==> config.mk <==
export PLATFORM = sky130hd
export DESIGN_NAME = rr_arbiter_burst
export DESIGN_NICKNAME = d
export VERILOG_FILES = /design/src/rtl/rr_arbiter_burst.sv
export SDC_FILE = /design/constraint.sdc
export NUM_CORES = 1
export LEC_CHECK = 0
export CAP_MARGIN = 20
export CELL_PAD_IN_SITES_DETAIL_PLACEMENT = 1
export CELL_PAD_IN_SITES_GLOBAL_PLACEMENT = 2
export CORE_MARGIN = 8
export CORE_UTILIZATION = 28
export CTS_CLUSTER_SIZE = 16
export DETAILED_ROUTE_END_ITERATION = 8
export GPL_TIMING_DRIVEN = 0
export PLACE_DENSITY_LB_ADDON = 0.1
export SYNTH_ARGS = -nofsm -noshare
export SYNTH_HDL_FRONTEND = slang
export SYNTH_SLANG_ARGS = --single-unit
==> constraint.sdc <==
create_clock -name clk -period 1.86 [get_ports clk]
set_clock_uncertainty 0.15 [all_clocks]
set_input_delay 0.279 -clock clk [delete_from_list [all_inputs] [get_ports clk]]
set_output_delay 0.279 -clock clk [all_outputs]
set_load 0.05 [all_outputs]
==> src/rtl/rr_arbiter_burst.sv <==
// Round-robin arbiter with burst hold.
// The current owner may keep the grant for up to BURST_LEN consecutive cycles
// while it keeps requesting; after that, priority rotates to the next requester.
// The rotation pointer survives idle periods, so fairness carries across gaps.
module rr_arbiter_burst #(
   parameter int N         = 4,
   parameter int BURST_LEN = 1,
   parameter int IDW       = $clog2(N)
) (
   input  logic           clk,
   input  logic           rst,
   input  logic [N-1:0]   req,
   output logic [N-1:0]   grant,
   output logic [IDW-1:0] grant_id,
   output logic           grant_valid,
   output logic           burst_last
);

   // Burst counter width: enough to hold BURST_LEN-1, never narrower than one bit.
   localparam int CW = ($clog2(BURST_LEN + 1) < 1) ? 1 : $clog2(BURST_LEN + 1);
   localparam logic [CW-1:0] LAST_CNT = CW'(BURST_LEN - 1);

   logic [N-1:0]   r_grant;
   logic [IDW-1:0] r_grantId;
   logic           r_grantValid;
   logic [IDW-1:0] r_last;
   logic [CW-1:0]  r_burstCnt;

   logic           w_atLast;
   logic           w_hold;
   logic           w_found;
   logic [IDW-1:0] w_winner;
   logic [N-1:0]   w_onehot;

   // The counter never exceeds LAST_CNT, so "not at last" is the same as "below last".
   assign w_atLast = (r_burstCnt == LAST_CNT);
   assign w_hold   = r_grantValid && req[r_grantId] && !w_atLast;

   // Rotating priority search: start just after the last owner, wrap at N,
   // and end on the last owner itself so it has the lowest priority.
   always_comb begin
      int idx;
      logic [IDW-1:0] cand;
      w_found  = 1'b0;
      w_winner = '0;
      idx      = 0;
      cand     = '0;
      for (int k = 1; k <= N; k++) begin
         idx = int'(r_last) + k;
         if (idx >= N) begin
            idx = idx - N;
         end
         cand = IDW'(idx);
         if (!w_found && req[cand]) begin
            w_found  = 1'b1;
            w_winner = cand;
         end
      end
   end

   // One-hot form of the search winner.
   always_comb begin
      w_onehot           = '0;
      w_onehot[w_winner] = 1'b1;
   end

   // Grant state: hold the owner mid-burst, otherwise take the search result,
   // or go idle while keeping the pointer and the last reported index.
   always_ff @(posedge clk or posedge rst) begin
      if (rst) begin
         r_grant      <= '0;
         r_grantId    <= '0;
         r_grantValid <= 1'b0;
         r_last       <= IDW'(N - 1);
         r_burstCnt   <= '0;
      end else if (w_hold) begin
         r_burstCnt   <= r_burstCnt + CW'(1);
      end else if (w_found) begin
         r_grant      <= w_onehot;
         r_grantId    <= w_winner;
         r_grantValid <= 1'b1;
         r_last       <= w_winner;
         r_burstCnt   <= '0;
      end else begin
         r_grant      <= '0;
         r_grantValid <= 1'b0;
         r_burstCnt   <= '0;
      end
   end

   assign grant       = r_grant;
   assign grant_id    = r_grantId;
   assign grant_valid = r_grantValid;
   assign burst_last  = r_grantValid && w_atLast;

endmodule

==> load_flow_metrics.sql <==
INSERT INTO impl_metrics (metric_group, metric, value, unit) VALUES
('status', 'status', 'finished, final reports clean', ''),
('clock_network', 'worst_skew_late_latency', '260', 'ps'),
('layout', 'antenna_cells_inserted', '0', ''),
('floorplan', 'pin_count', '14', ''),
('floorplan', 'die_height', '59.94', 'microns'),
('synthesis', 'synth.cell_area', '540.5', 'sq um'),
('timing', 'final_worst_setup_slack', '56.67', 'ps'),
('routing', 'route.final.wire_length', '1.283', 'mm'),
('layout', 'area_grow_syn2layout', '39.58', '%'),
('pwr', 'power.density_cell_area', '1646', 'nW/um^2'),
('floorplan', 'floorplan.core_area', '1882', 'sq um'),
('routing', 'drt_first_pass_iters', '2', ''),
('pwr', 'p_switching', '0.0005921', 'W'),
('routing', 'topRoutingLayerUsed', 'met4', ''),
('worst_setup_path', 'worstRegToRegCells', '4', ''),
('pwr', 'pwr-share-comb', '54.6', '%'),
('timing', 'setup_total_negative_slack', '0', 'ps'),
('routing', 'drt-vias-per-instance', '4.620', ''),
('timing', 'grt_setup_unrepaired', 'true', ''),
('place', 'dp.final_hpwl', '1.004', 'mm'),
('timing', 'whs', '138.0', 'ps'),
('floorplan', 'row_count', '16', ''),
('timing', 'max_freq', '0.5545', 'GHz'),
('timing', 'finalMaxSlewViolations', '0', ''),
('routing', 'avgRoutedWirePerCell', '13.95', 'microns'),
('floorplan', 'area_of_the_die', '3592', 'sq um'),
('synthesis', 'syn_inst', '48', ''),
('timing', 'slew_hr', '66.08', '%'),
('clock_network', 'clock-sinks', '10', ''),
('worst_setup_path', 'critPathCaptureType', 'flip-flop', ''),
('layout', 'fin_nets', '72', ''),
('timing', 'finalHoldViolCount', '0', ''),
('worst_setup_path', 'cp_data_required_time', '1850', 'ps'),
('routing', 'met2_length', '559', 'microns'),
('synthesis', 'netlist_top_cells_area', 'dfrtp_1 (37%), dfstp_2 (9.7%), o31ai_2 (4.6%)', ''),
('timing', 'finalWorstPathRequiredPeriod', '1803', 'ps'),
('grt', 'grt_start_max_net_pins', '11', ''),
('synthesis', 'post_synthesis_net_count', '54', ''),
('routing', 'wl_met3', '76', 'microns'),
('grt', 'grt_pass1_vias', '466', ''),
('floorplan', 'die_span_x', '59.94', 'microns'),
('grt', 'grt_antenna_before_repair', '0', ''),
('routing', 'met1_length', '625', 'microns'),
('synthesis', 'synth-seq-area-share', '46.76', '%'),
('synthesis', 'synth_largest_type_area_fraction', '37.04', '%'),
('clock_network', 'number_of_clock_buffers_inserted_by_tritoncts', '3', ''),
('clock_network', 'h_tree_level_count', '1', ''),
('worst_hold_path', 'worst_hold_path_type', 'primary input to asynchronous set/reset pin', ''),
('synthesis', 'synth_largest_area_cell', 'dfrtp_1', ''),
('layout', 'share_of_layout_cells_above_drive_strength_1', '24.62', '%'),
('synthesis', 'synth-async-reset-ratio', '100.0', '%'),
('synthesis', 'number_of_enable_flip_flop_cells_after_synthesis', '0', ''),
('synthesis', 'yosys_warnings', '0', ''),
('floorplan', 'initial_core_utilization', '28.72', '%'),
('worst_setup_path', 'critical_path.max_fanout', '8', ''),
('routing', 'routed-via-count', '425', ''),
('clock_network', 'clock-root-buffer', 'clkbuf_4', ''),
('worst_setup_path', 'worstSetupPathType', 'primary input to flip-flop', ''),
('place', 'port_buffers', '13', ''),
('worst_setup_path', 'reg2reg_slack', '210', 'ps'),
('pwr', 'switching_share', '47.67', '%'),
('synthesis', 'synth_flop_cell', 'dfrtp_1', ''),
('routing', 'drtIter0Drc', '10', ''),
('worst_setup_path', 'reg2reg_to', 'grant[3]', ''),
('synthesis', 'synth_seq_cells', '10', ''),
('pwr', 'seq_power_share', '32.6', '%'),
('grt', 'grt_first_pass_wirelength', '2.263', 'mm'),
('timing', 'final.period_utilization', '96.95', '%'),
('timing', 'setup_viol', '0', ''),
('pwr', 'power.clock.fraction', '12.8', '%'),
('pwr', 'static-leakage-power', '0.3334', 'nW');
-- cell type report --
class	count	area [sq um]
clock buffer	4	26.28
fill	226	1127
inverter	3	11.26
multi-input combinational	35	305.3
sequential	10	254.0
tap	27	33.78
timing repair buffer	13	123.9
-- what timing repair did --
| item | 4_1_cts | 5_1_grt |
|---|---|---|
| setup buffers | 0 | 0 |
| endpoints found under the setup margin | 8 | 3 |
| pin swaps | 2 | 0 |
| gates resized for setup | 7 | 6 |
-- how the worst max path moves through the flow --
stage | from | end | slack, ps
2_1_floorplan | grant_valid | burst_last | 30
3_3_place_gp | req[0] | grant_id[0] | -290
3_5_place_dp | req[0] | grant_id[0] | -290
4_1_cts | grant[1] | grant[1] | 2
5_1_grt | req[3] | grant_id[0] | -10
6_report | req[3] | grant_id[0] | 60
-- critical path, cell delays in order --
cell and delay (ps):
clkdlybuf4s50_1 650, mux2i_2 140, a21oi_4 300, a21oi_4 110
mux2_1 320
-- through the flow --
step                      utilization (%)   power, W  cell area, sq um  cells
after floorplan                         -  0.0008865             541.8     48
after detailed placement            37.50   0.001101             705.7     88
final                               40.09   0.001242             754.5     92
after CTS                           38.43   0.001227             723.2     92
after global routing                40.09   0.001319             754.5     92
after global placement              37.50   0.001101             705.7     88
-- cells in the mapped netlist, types with 2 or more instances --
cell type and instances:
dfrtp_1 8, inv_1 3, nand2_1 3, nor2b_1 3, a21oi_1 2, dfstp_2 2
mux2_1 2, mux2i_1 2, nand2b_1 2, nand3_1 2, o21ai_0 2, o31ai_2 2
-- logic make-up (layout without fill, tap and decap cells) --
kind of cell | after synthesis | after routing | share of synthesized area (%)
simple gates | 14 | 14 | 15.51
mux | 4 | 4 | 7.870
buf+inv | 3 | 20 | 2.083
compound gates | 16 | 16 | 27.09
flops | 10 | 10 | 46.76
other cells | 1 | 1 | 0.6938
-- power by group through the flow --
| stage | logic (W) | clock network [W] | registers (W) |
|---|---|---|---|
| after detailed placement | 0.000690 | 0 | 0.000411 |
| after global routing | 0.000720 | 0.000176 | 0.000423 |
| after CTS | 0.000654 | 0.000167 | 0.000406 |
| after floorplan | 0.000278 | 0 | 0.000608 |
| final | 0.000678 | 0.000159 | 0.000405 |
| after global placement | 0.000689 | 0 | 0.000412 |
-- flip-flops by register name, indices dropped and copies added (netlist names) --
register	count
r_last	2
r_burstCnt	1
grant	4
grant_id	2
grant_valid	1
-- routing by layer --
metal | up-vias | GRT usage, %
met5 | - | 0
met4 | 0 | 4.082
met3 | 4 | 3.011
met2 | 9 | 12.62
met1 | 201 | 10.38
li1 | 211 | -
No activity file was read; power rests on OpenSTA's default activity.
